==> config.mk <==
export PLATFORM = sky130hd
export DESIGN_NAME = branch_flag_resolver
export DESIGN_NICKNAME = d
export VERILOG_FILES = /design/src/rtl/branch_flag_resolver.sv
export SDC_FILE = /design/constraint.sdc
export NUM_CORES = 1
export LEC_CHECK = 0
export CAP_MARGIN = 20
export CORE_ASPECT_RATIO = 1.4
export CORE_MARGIN = 3
export CORE_UTILIZATION = 50
export CTS_CLUSTER_SIZE = 30
export DETAILED_ROUTE_END_ITERATION = 8
export PLACE_DENSITY = 0.74
export SYNTH_ARGS = -nofsm -noshare
export SYNTH_HDL_FRONTEND = slang
export SYNTH_SLANG_ARGS = --single-unit
export TNS_END_PERCENT = 100
==> constraint.sdc <==
create_clock -name clk -period 7.4 [get_ports clk]
set_clock_uncertainty 0.2 [all_clocks]
set_input_delay 1.11 -clock clk [delete_from_list [all_inputs] [get_ports clk]]
set_output_delay 1.11 -clock clk [all_outputs]
set_load 0.005 [all_outputs]
==> src/rtl/branch_flag_resolver.sv <==
// ---------------------------------------------------------------------------
// branch_flag_resolver
//
// Sits after the ALU flag generator. It latches the flag vector of every
// accepted ALU result and resolves RISC-V B-type branch conditions from those
// flags. Each branch yields one registered taken/target decision on a
// valid/ready channel toward the fetch/PC-update logic. It also keeps
// running branch statistics.
//
// Ports
//   clk, reset     rising-edge clock, synchronous active-high reset
//   in_valid       ALU result/flags valid this cycle
//   in_ready       high only in IDLE while reset is low (state-only decode)
//   flags          {extra, overflow, msb, zero}; extra = unsigned a >= b
//   is_branch      1: resolve a branch, 0: latch the flags only
//   funct3         branch condition code
//   pc, imm        branch instruction address and sign-extended offset
//   flush          aborts any pending branch; overrides every other input
//   out_valid      decision valid (held until out_ready)
//   out_ready      consumer accepts the decision
//   taken, target  registered decision; target = pc+imm or pc+4
//   illegal        funct3 was 010 or 011 (never taken)
//   flags_q        flags of the last accepted ALU result
//   branch_count   resolved branches, illegal ones included (wraps)
//   taken_count    taken branches (wraps)
// ---------------------------------------------------------------------------
module branch_flag_resolver #(
   parameter int WORDSIZE = 64,
   parameter int CNTWIDTH = 32
) (
   input  logic                clk,
   input  logic                reset,
   input  logic                in_valid,
   output logic                in_ready,
   input  logic [3:0]          flags,
   input  logic                is_branch,
   input  logic [2:0]          funct3,
   input  logic [WORDSIZE-1:0] pc,
   input  logic [WORDSIZE-1:0] imm,
   input  logic                flush,
   output logic                out_valid,
   input  logic                out_ready,
   output logic                taken,
   output logic [WORDSIZE-1:0] target,
   output logic                illegal,
   output logic [3:0]          flags_q,
   output logic [CNTWIDTH-1:0] branch_count,
   output logic [CNTWIDTH-1:0] taken_count
);

   typedef enum logic [1:0] {
      IDLE = 2'd0,
      EVAL = 2'd1,
      RESP = 2'd2
   } state_t;

   localparam logic [WORDSIZE-1:0] PC_STEP  = {{(WORDSIZE-3){1'b0}}, 3'b100};
   localparam logic [CNTWIDTH-1:0] CNT_ZERO = {CNTWIDTH{1'b0}};

   state_t              state;
   state_t              next_state;
   logic                accept;
   logic                eval_done;
   logic [2:0]          funct3_q;
   logic [WORDSIZE-1:0] pc_q;
   logic [WORDSIZE-1:0] imm_q;
   logic                eval_taken;
   logic                eval_illegal;
   logic [WORDSIZE-1:0] eval_target;

   // Condition decode; returns {illegal, taken}. lt is the signed less-than
   // recovered from the sign bit corrected by overflow.
   function automatic logic [1:0] resolve_cond(input logic [2:0] code,
                                               input logic [3:0] fl);
      logic lt;
      lt = fl[1] ^ fl[2];
      case (code)
         3'b000:  resolve_cond = {1'b0, fl[0]};
         3'b001:  resolve_cond = {1'b0, ~fl[0]};
         3'b100:  resolve_cond = {1'b0, lt};
         3'b101:  resolve_cond = {1'b0, ~lt};
         3'b110:  resolve_cond = {1'b0, ~fl[3]};
         3'b111:  resolve_cond = {1'b0, fl[3]};
         default: resolve_cond = 2'b10;
      endcase
   endfunction

   // Readiness is a pure state/reset decode so it never loops back on in_valid.
   assign in_ready = (state == IDLE) && !reset;
   assign accept   = in_valid && in_ready && !flush;
   // The decision is committed only on an unflushed EVAL->RESP edge.
   assign eval_done = (state == EVAL) && !flush;

   // State register.
   always_ff @(posedge clk) begin
      if (reset) begin
         state <= IDLE;
      end else begin
         state <= next_state;
      end
   end

   // Next-state logic; flush returns to IDLE from anywhere.
   always_comb begin
      next_state = state;
      if (flush) begin
         next_state = IDLE;
      end else begin
         case (state)
            IDLE: begin
               if (accept && is_branch) begin
                  next_state = EVAL;
               end else begin
                  next_state = IDLE;
               end
            end
            EVAL: next_state = RESP;
            RESP: begin
               if (out_ready) begin
                  next_state = IDLE;
               end else begin
                  next_state = RESP;
               end
            end
            default: next_state = IDLE;
         endcase
      end
   end

   // Decision logic evaluated from the captured branch operands.
   always_comb begin
      eval_taken   = 1'b0;
      eval_illegal = 1'b0;
      eval_target  = pc_q + PC_STEP;
      {eval_illegal, eval_taken} = resolve_cond(funct3_q, flags_q);
      if (eval_taken) begin
         eval_target = pc_q + imm_q;
      end else begin
         eval_target = pc_q + PC_STEP;
      end
   end

   // Flag latch and branch operand capture; only an accept changes them.
   always_ff @(posedge clk) begin
      if (reset) begin
         flags_q  <= 4'b0000;
         funct3_q <= 3'b000;
         pc_q     <= {WORDSIZE{1'b0}};
         imm_q    <= {WORDSIZE{1'b0}};
      end else if (accept) begin
         flags_q <= flags;
         if (is_branch) begin
            funct3_q <= funct3;
            pc_q     <= pc;
            imm_q    <= imm;
         end
      end
   end

   // Output registers; the decision is frozen while it waits in RESP.
   always_ff @(posedge clk) begin
      if (reset) begin
         out_valid <= 1'b0;
         taken     <= 1'b0;
         illegal   <= 1'b0;
         target    <= {WORDSIZE{1'b0}};
      end else begin
         out_valid <= (next_state == RESP);
         if (eval_done) begin
            taken   <= eval_taken;
            illegal <= eval_illegal;
            target  <= eval_target;
         end
      end
   end

   // Statistics counters, free-running modulo 2^CNTWIDTH.
   always_ff @(posedge clk) begin
      if (reset) begin
         branch_count <= CNT_ZERO;
         taken_count  <= CNT_ZERO;
      end else if (eval_done) begin
         branch_count <= branch_count + {{(CNTWIDTH-1){1'b0}}, 1'b1};
         taken_count  <= taken_count + {{(CNTWIDTH-1){1'b0}}, eval_taken};
      end
   end

endmodule
After elaboration in Yosys (flattened, before gate mapping)
Index checks and enable logic that the tools add are counted.
Word-level totals
  flip-flop bits (word level): 268
  output and inout port bits: 136
  bits of input ports: 141
Operators by class
  reductions and logical operators: 10
  mux-type cells: 6
  add/subtract/negate cells: 4
  bitwise operators: 4
  equality and inequality tests: 8
Operator list (number)
  adder 64 x 3 -> 64 bit (second input constant): 1
  adder 64 bit: 1
  2-to-1 mux 64 bit: 1
  adder 32 x 1 -> 32 bit: 1
  adder 32 x 1 -> 32 bit (second input constant): 1
  == test 3 bit (second input constant): 4
  case mux 2 bit (6 select lines): 1
  case mux 2 bit (3 select lines): 1
  logical AND 1 bit: 5
  == test 2 bit (second input constant): 2
  2-to-1 mux 2 bit: 2
  == test 3 x 1 -> 1 bit (second input constant): 1
  logical NOT 3 bit: 1
  NOT 1 bit: 3
  == test 2 x 1 -> 1 bit (second input constant): 1
  logical NOT 1 bit: 2
  logical NOT 2 bit: 1
  AND reduction 2 bit: 1
  2-to-1 mux 1 bit: 1
  XOR 1 bit: 1

Depth between registers and ports, before layout
Gate-level depths: netlist (run 1).
  word-level depth: 9
  gate-level depth with buffers: 18
  mapped depth without buffers: 16

Least setup slack after synthesis (run 1)
No wires, ideal clock.
  path type: reg-to-reg
  start point: reg flags_q[2]
  end point: reg taken_count[30]
  required time: 7.130 ns
  setup slack: 3.761 ns
  stages on the path, launching flop included: 18
  data arrival time: 3.369 ns
  cell sequence: dfxtp_1 -> xor2_1 -> mux2i_1 -> xor2_1 -> o21a_1 -> clkinv_1 -> clkbuf_1 -> clkbuf_1 -> ha_1 -> ha_1 -> inv_1 -> nor3_2 -> and2_1 -> nand2b_1 -> nor2_1 -> nand2_1 -> or3_1 -> a21oi_1
Between the ends
  word-level cells in the longest chain between the ends: 4
Ends and longest elaborated chain
  from (decl): line 46  | output logic [3:0] flags_q,
  from (signal assigned): line 151  | flags_q <= flags;
  XOR 1 bit *: line 76  | lt = fl[1] ^ fl[2];
  NOT 1 bit: line 81  | 3'b101: resolve_cond = {1'b0, ~lt};
  case mux 2 bit (6 select lines) *: line 77  | case (code)
  net eval_taken: line 67  | logic eval_taken;
  adder 32 x 1 -> 32 bit *: line 184  | taken_count <= taken_count + {{(CNTWIDTH-1){1'b0}}, eval_taken};
  to (signal assigned): line 184
  to (decl): line 48  | output logic [CNTWIDTH-1:0] taken_count
Mark *: on every way through the listed nets, which the timed path passes. The rest lies on a longest branch.
A chain may end at the register's enable or synchronous reset.

Worst setup path after layout (run 1)
  start point: in flush
  end point: reg imm_q[63]
Between the ends
  word-level cells in the longest chain between the ends: 3
Ends and longest elaborated chain
  from (decl): line 40  | input logic flush,
  logical NOT 1 bit: line 90  | assign accept = in_valid && in_ready && !flush;
  logical AND 1 bit: line 90
  AND reduction 2 bit (no source line)
  to (signal assigned): line 149  | imm_q <= {WORDSIZE{1'b0}};
  to (signal assigned): line 155  | imm_q <= imm;
  to (decl): line 66  | logic [WORDSIZE-1:0] imm_q;
No other way between the ends.

==> flow_summary_export.csv, run 1 <==
group,metric,value,unit
sta,fin_crit_sh,0.542,
sta,rsz0062_at_grt,"false",
detailed_routing,drtPass1Iterations,5,
global_route,grt.total_usage,0.268,
critical_path,crit_required,7.69,ns
run,drv_cap,0,
die,die_w,153,um
logic_synthesis,ys_top_cells_by_area,"dfxtp_1, nand2_1, a21oi_1",
critical_path,crit_path_start_kind,"input port",
detailed_routing,postRouteAntennaNets,0,
logic_synthesis,yosysSeqAreaShare,0.354,
placed_design,port_buffers,276,
critical_path,path_class,"in2reg",
clocking,post_cts_buffers,0,
critical_path,path_max_fanout,72,
global_route,grt_max_degree,93,
detailed_routing,drt_iter0_drc,810,
pwr,pwr-share-comb,0.076,
sta,tns,0,ns
detailed_routing,wl_met1,17900,um
placed_design,place.gp.congestion,0.907,
critical_path,arrival,4.31,ns
logic_synthesis,synth_compound_area_frac,0.209,
pwr,swShare,0.232,
logic_synthesis,synth_xor_area_frac,0.0930,
detailed_routing,routed_wire_length_per_instance,17.5,um
sta,max_slew_margin,0.295,
pwr,power_density,172,nW/um^2
logic_synthesis,async_flop_share,0,
logic_synthesis,synth-main-ff-cell,"dfxtp_1",
critical_path,ff2ff_setup_slack,3.64,ns
finish,area_delta_synth_final,25.6,%
logic_synthesis,yosys.area_share.simple,0.247,
detailed_routing,via_count,14900,
logic_synthesis,synth_top_area_frac,0.354,
logic_synthesis,avgSynthCellArea,7.52,sq um
die,pin_count,277,
logic_synthesis,synth.largest_area_cell,"dfxtp_1",
hold_path,hold_start,"target[8]$_SDFFE_PP0P_",
finish,drive_gt1_frac,0.0411,
detailed_routing,route.top_layer_used,"met4",
hold_path,min_to,"target[8]$_SDFFE_PP0P_",
detailed_routing,wl_met2,23600,um
critical_path,timing.rr.start,"pc_q[0]$_SDFFE_PP0P_",
detailed_routing,viasPerCell,5.70,
logic_synthesis,syn-cell-area,15200,sq um
global_route,gr-total-overflow,0,
die,initial_core_util,0.513,
detailed_routing,drc,0,
finish,stdcell_area,19000,sq um
logic_synthesis,syn_nets,2225,
critical_path,r2r_end,"target[60]$_SDFFE_PP0P_",
clocking,root_buffer,"clkbuf_16",
global_route,grt_pass1_vias,14500,
die,core-area,29500,sq um
logic_synthesis,synthMuxAreaShare,0.00396,
logic_synthesis,synth_warnings,0,
placed_design,place_area,18000,sq um
clocking,cts_tree,"yes",
logic_synthesis,synth_common_cells,"nand2_1, dfxtp_1, a21oi_1, nor2_1, clkbuf_1",
detailed_routing,drt-total-wl,45700,um
critical_path,startpoint,"flush",
logic_synthesis,yosys_register_bits,268,
detailed_routing,met3_length,2340,um
sta,worst_pin_slew,1.05,ns
clocking,cts.reportedPaths.clkPinSlew,0.07,ns
pwr,peakVddDrop,0.000173,V
finish,nNetsFinal,2424,
hold_path,hp-class,"reg2reg",
sta,drv_slew,0,
clocking,clkSinkCount,268,
logic_synthesis,syn_inst,2016,
hold_path,hold_depth,2,
die,die_h,212,um
clocking,insertion_delay,0.56,ns
logic_synthesis,synthAdderAreaFrac,0.0566,
placed_design,dp_hpwl,33400,um
die,rows,74,
finish,num_antenna_cells,0,
critical_path,reg2regPathDepth,12,
finish,nFillCells,2627,
finish,final_core_util,0.645,
sta,min_period,4.01,ns
pwr,p_sw,760,uW
die,die_area,32500,sq um
sta,finalSetupViolations,0,
clocking,cts_buffers,27,
clocking,clockBufferDepth,3,
logic_synthesis,yosysUniqueCellTypes,77,
status,run_status,"finished, final reports clean",
logic_synthesis,synth_top_family_by_area,"simple AND/OR/NAND/NOR gates",
pwr,p_seq_frac,0.454,
global_route,antenna_found_initial,0,
pwr,p_leak,0.00701,uW
global_route,grt_pass1_wl,72600,um
clocking,htreeDepth,1,
critical_path,crit_path_end_kind,"flip-flop",
sta,max_freq,0.249,GHz
clocking,ctsHoldBuffers,0,
sta,hold_viol,0,
logic_synthesis,yosysMostFrequentCell,"nand2_1",
clocking,ctsResizeCount,0,
pwr,p_clk_frac,0.471,
pwr,p_int,2520,uW
logic_synthesis,synth_edf_count,0,
[flip-flops by register name, summed over array words and instances, names as in the netlist]
name          flops
taken_count      32
funct3_q          3
imm_q            64
branch_count     32
state             2
taken             1
illegal           1
flags_q           4
out_valid         1
pc_q             64
target           64
[metal layers]
metal  up-vias  global-route usage
met5         -                   0
met4         0               0.114
met3       114              0.0312
met2       444               0.505
met1      6965               0.305
li1       7401                   -
[logic make-up (layout without fill, tap and decap cells)]
family / count (synthesis) / count (layout)
XOR/XNOR: 161 / 161
AND/OR/NAND/NOR: 840 / 840
buffers and inverters: 144 / 364
flip-flops: 268 / 268
multiplexers: 6 / 6
adder cells (fa/ha/maj): 68 / 68
AO/OA/AOI/OAI: 529 / 529
[power by group through the flow]
| stage | clock [uW] | combinational [uW] | sequential, uW |
|---|---|---|---|
| detailed placement | 0 | 247 | 1520 |
| global route | 1630 | 271 | 1490 |
| global placement | 0 | 245 | 1520 |
| finish | 1540 | 248 | 1490 |
| floorplan | 0 | 123 | 1510 |
| CTS | 1570 | 249 | 1490 |
[area by class of cell]
cell class / instances / area (sq um) / share of cell area
Multi-Input combinational cell: 1604 / 9250 / 0.486
Tap cell: 380 / 475 / 0.0250
Timing Repair Buffer: 285 / 2830 / 0.149
Clock inverter: 15 / 260 / 0.0137
Sequential cell: 268 / 5370 / 0.282
Inverter: 29 / 111 / 0.00585
Clock buffer: 35 / 746 / 0.0392
[worst max-delay path by stage]
| stage | to | cells past startpoint | slack (ns) |
|---|---|---|---|
| global placement | imm_q[7]$_SDFFE_PP0P_ | 8 | 2.98 |
| floorplan | taken_count[30]$_SDFFE_PP0P_ | 17 | 3.76 |
| detailed placement | pc_q[18]$_SDFFE_PP0P_ | 8 | 2.80 |
| global route | pc_q[6]$_SDFFE_PP0P_ | 9 | 3.05 |
| finish | imm_q[63]$_SDFFE_PP0P_ | 8 | 3.39 |
| CTS | imm_q[63]$_SDFFE_PP0P_ | 8 | 3.39 |
[cells in the final DEF, fill, tap and decap left out, types with 7 or more instances in the layout]
cell type        count
nand2_1            419
clkdlybuf4s50_1    275
dfxtp_1            268
a21oi_1            266
nor2_1             188
o21ai_0            100
xor2_1              81
xnor2_1             80
ha_1                67
nand3_1             54
nand4_1             46
nor3_1              33
and3_1              30
a21o_1              28
inv_1               27
clkbuf_16           27
a211oi_1            26
o21bai_1            23
or3_1               16
o211ai_1            13
a31oi_1             12
and4_1               9
buf_4                9
nand2b_1             8
nor4_1               7
[worst max-delay path: stages]
cell,delay [ns]
clkdlybuf4s50_1,0.52
nand3b_1,0.30
inv_1,0.23
nand2_4,0.40
inv_4,0.63
buf_4,0.67
nand2_1,0.15
a21oi_1,0.14
[through the flow]
stage / instances / setup WS (ns) / hold slack, ns / power, uW
3_3_place_gp: 2566 / 2.98 / 0.246 / 1760
6_report: 2616 / 3.39 / 0.257 / 3280
4_1_cts: 2616 / 3.39 / 0.259 / 3300
3_5_place_dp: 2566 / 2.80 / 0.250 / 1770
5_1_grt: 2616 / 3.05 / 0.282 / 3380
2_1_floorplan: 2016 / 3.76 / 0.240 / 1640
Power figures use the tool's default switching activity.
==> run 2: changes to the inputs <==
CORE_UTILIZATION = 48   (was 50)
clock period = 3.23 ns   (was 7.4 ns; I/O delays follow)
==> flow_summary_export.csv, run 2 (synthesis results as in run 1) <==
group,metric,value,unit
status,run_status,"finished, final reports clean",
clocking,clockBufferDepth,3,
global_route,grt_pass1_vias,15800,
clocking,cts.reportedPaths.clkPinSlew,0.06,ns
detailed_routing,drt_iter0_drc,898,
clocking,root_buffer,"clkbuf_16",
global_route,grt_max_degree,171,
placed_design,dp_cells,2674,
die,die_h,216,um
finish,area_delta_synth_final,32.8,%
critical_path,timing.rr.start,"pc_q[0]$_SDFFE_PP0P_",
detailed_routing,via_count,15700,
critical_path,arrival,3.40,ns
critical_path,crit_top_cell,"o211ai_2",
pwr,p_leak,0.00760,uW
finish,multiInputGateArea,9480,sq um
critical_path,path_buf_inv,0,
critical_path,crit_family,"compound AO/OA/AOI/OAI gates",
clocking,cts_buffers,28,
sta,min_period,3.13,ns
clocking,insertion_delay,0.57,ns
run,drv_cap,0,
clocking,clkSinkCount,268,
hold_path,hp-class,"in2reg",
finish,reg.largest.list,"imm_q x64, pc_q x64, target x64",
critical_path,cpPeakStageDelay,0.40,ns
critical_path,path_class,"reg2reg",
critical_path,ff2ff_setup_slack,0.1,ns
pwr,power_density,377,nW/um^2
die,rows,76,
sta,fin_crit_sh,0.970,
placed_design,dp_hpwl,36800,um
critical_path,crit_required,3.49,ns
detailed_routing,routed_wire_length_per_instance,18.3,um
critical_path,path_depth,12,
finish,regArea,5370,sq um
clocking,ctsHoldBuffers,0,
critical_path,path_max_fanout,4,
die,die_area,33800,sq um
global_route,gr-total-overflow,0,
global_route,grt.total_usage,0.282,
detailed_routing,drtPass1Iterations,7,
clocking,htreeDepth,1,
sta,max_freq,0.319,GHz
pwr,peakVddDrop,0.000366,V
detailed_routing,drt-total-wl,50000,um
finish,num_antenna_cells,0,
detailed_routing,drc,0,
sta,drv_slew,0,
finish,layout_commonest_cell,"nand2_1",
critical_path,crit_path_start_kind,"flip-flop",
placed_design,port_buffers,276,
die,die_w,156,um
die,initial_core_util,0.490,
finish,layout_common_cells,"nand2_1, clkdlybuf4s50_1, dfxtp_1",
critical_path,r2r_end,"target[50]$_SDFFE_PP0P_",
clocking,cts_tree,"yes",
sta,hold_viol,0,
detailed_routing,postRouteAntennaNets,0,
finish,nFillCells,2733,
critical_path,path_cells,"ha_4, fa_2, a211oi_4, nor2_2, o211ai_2, o211ai_2, a31oi_4, o41ai_4, a221o_1, a21oi_4, mux2i_1, nor4_1",
sta,holdWs,0.0383,ns
finish,drive_gt1_frac,0.101,
die,pin_count,277,
hold_path,min_to,"taken_count[8]$_SDFFE_PP0P_",
placed_design,place.gp.congestion,0.909,
detailed_routing,viasPerCell,5.73,
sta,worst_pin_slew,0.938,ns
finish,layout.cells.non_filler,2732,
hold_path,hold_depth,2,
sta,rsz0062_at_grt,"true",
sta,max_slew_margin,0.375,
global_route,antenna_found_initial,0,
finish,final_core_util,0.651,
finish,nNetsFinal,2529,
critical_path,reg2regPathDepth,12,
sta,finalSetupViolations,0,
critical_path,crit_slowest_cell,"fa_2",
critical_path,crit_path_end_kind,"flip-flop",
global_route,grt_pass1_wl,78700,um
die,core-area,30900,sq um
hold_path,hold_start,"reset",
## run 2: changes by cell type in the layout (fill, tap and decap cells not counted), moves of 4 or more
cell / delta
buf_4: +100
ha_2: +6
ha_1: -12
dfxtp_2: +4
ha_4: +6
o21ai_1: +4
dfxtp_1: -4
buf_12: +4
o21ai_0: -5
## run 2: final cells by class
cell class,count,area share
Clock buffer,38,0.0397
Inverter,29,0.00553
Multi-Input combinational cell,1604,0.471
Clock inverter,14,0.0108
Timing Repair Buffer,389,0.182
Sequential cell,268,0.267
Tap cell,390,0.0242
## run 2: worst reg2reg max path, stage by stage (launching register included)
cell      delay (ns)
dfxtp_2         0.34
ha_4            0.17
fa_2            0.40
a211oi_4        0.26
nor2_2          0.09
o211ai_2        0.19
o211ai_2        0.13
a31oi_4         0.23
o41ai_4         0.14
a221o_1         0.39
a21oi_4         0.19
mux2i_1         0.09
nor4_1          0.19
## run 2: how the worst max path moves through the flow
stage                                  from                      endpoint
detailed placement    pc_q[26]$_SDFFE_PP0P_       target[49]$_SDFFE_PP0P_
global route           pc_q[0]$_SDFFE_PP0P_       target[50]$_SDFFE_PP0P_
floorplan           flags_q[2]$_SDFFE_PP0P_  taken_count[30]$_SDFFE_PP0P_
global placement      pc_q[26]$_SDFFE_PP0P_       target[49]$_SDFFE_PP0P_
CTS                    pc_q[0]$_SDFFE_PP0P_       target[62]$_SDFFE_PP0P_
finish                 pc_q[0]$_SDFFE_PP0P_       target[50]$_SDFFE_PP0P_
## run 2: what timing repair did
item	CTS	global route
buffers inserted	1	5
gates cloned	0	0
setup endpoints to repair	6	23
pin swaps	3	19
gates resized for setup	5	45
## run 2: through the flow
step	total power [uW]	setup TNS, ns	instance area [sq um]	setup slack (ns)
2_1_floorplan	3750	0	15200	0.0118
3_3_place_gp	4080	-0.0172	18800	-0.0172
3_5_place_dp	4090	-0.224	18800	-0.100
4_1_cts	7620	0	19900	0.0292
5_1_grt	7800	-0.117	20100	-0.0424
6_report	7580	0	20100	0.0973
## run 2: power breakdown
group | internal, uW | switching [uW]
clock network | 2130 | 1420
logic | 313 | 320
registers | 3360 | 42.6
## run 2: routing by layer
layer / vias up / global-route usage / routed length (um)
li1: 7597 / - / -
met2: 542 / 0.528 / 26000
met4: 0 / 0.133 / 2390
met3: 144 / 0.0312 / 2680
met5: - / 0 / 0
met1: 7373 / 0.314 / 18900
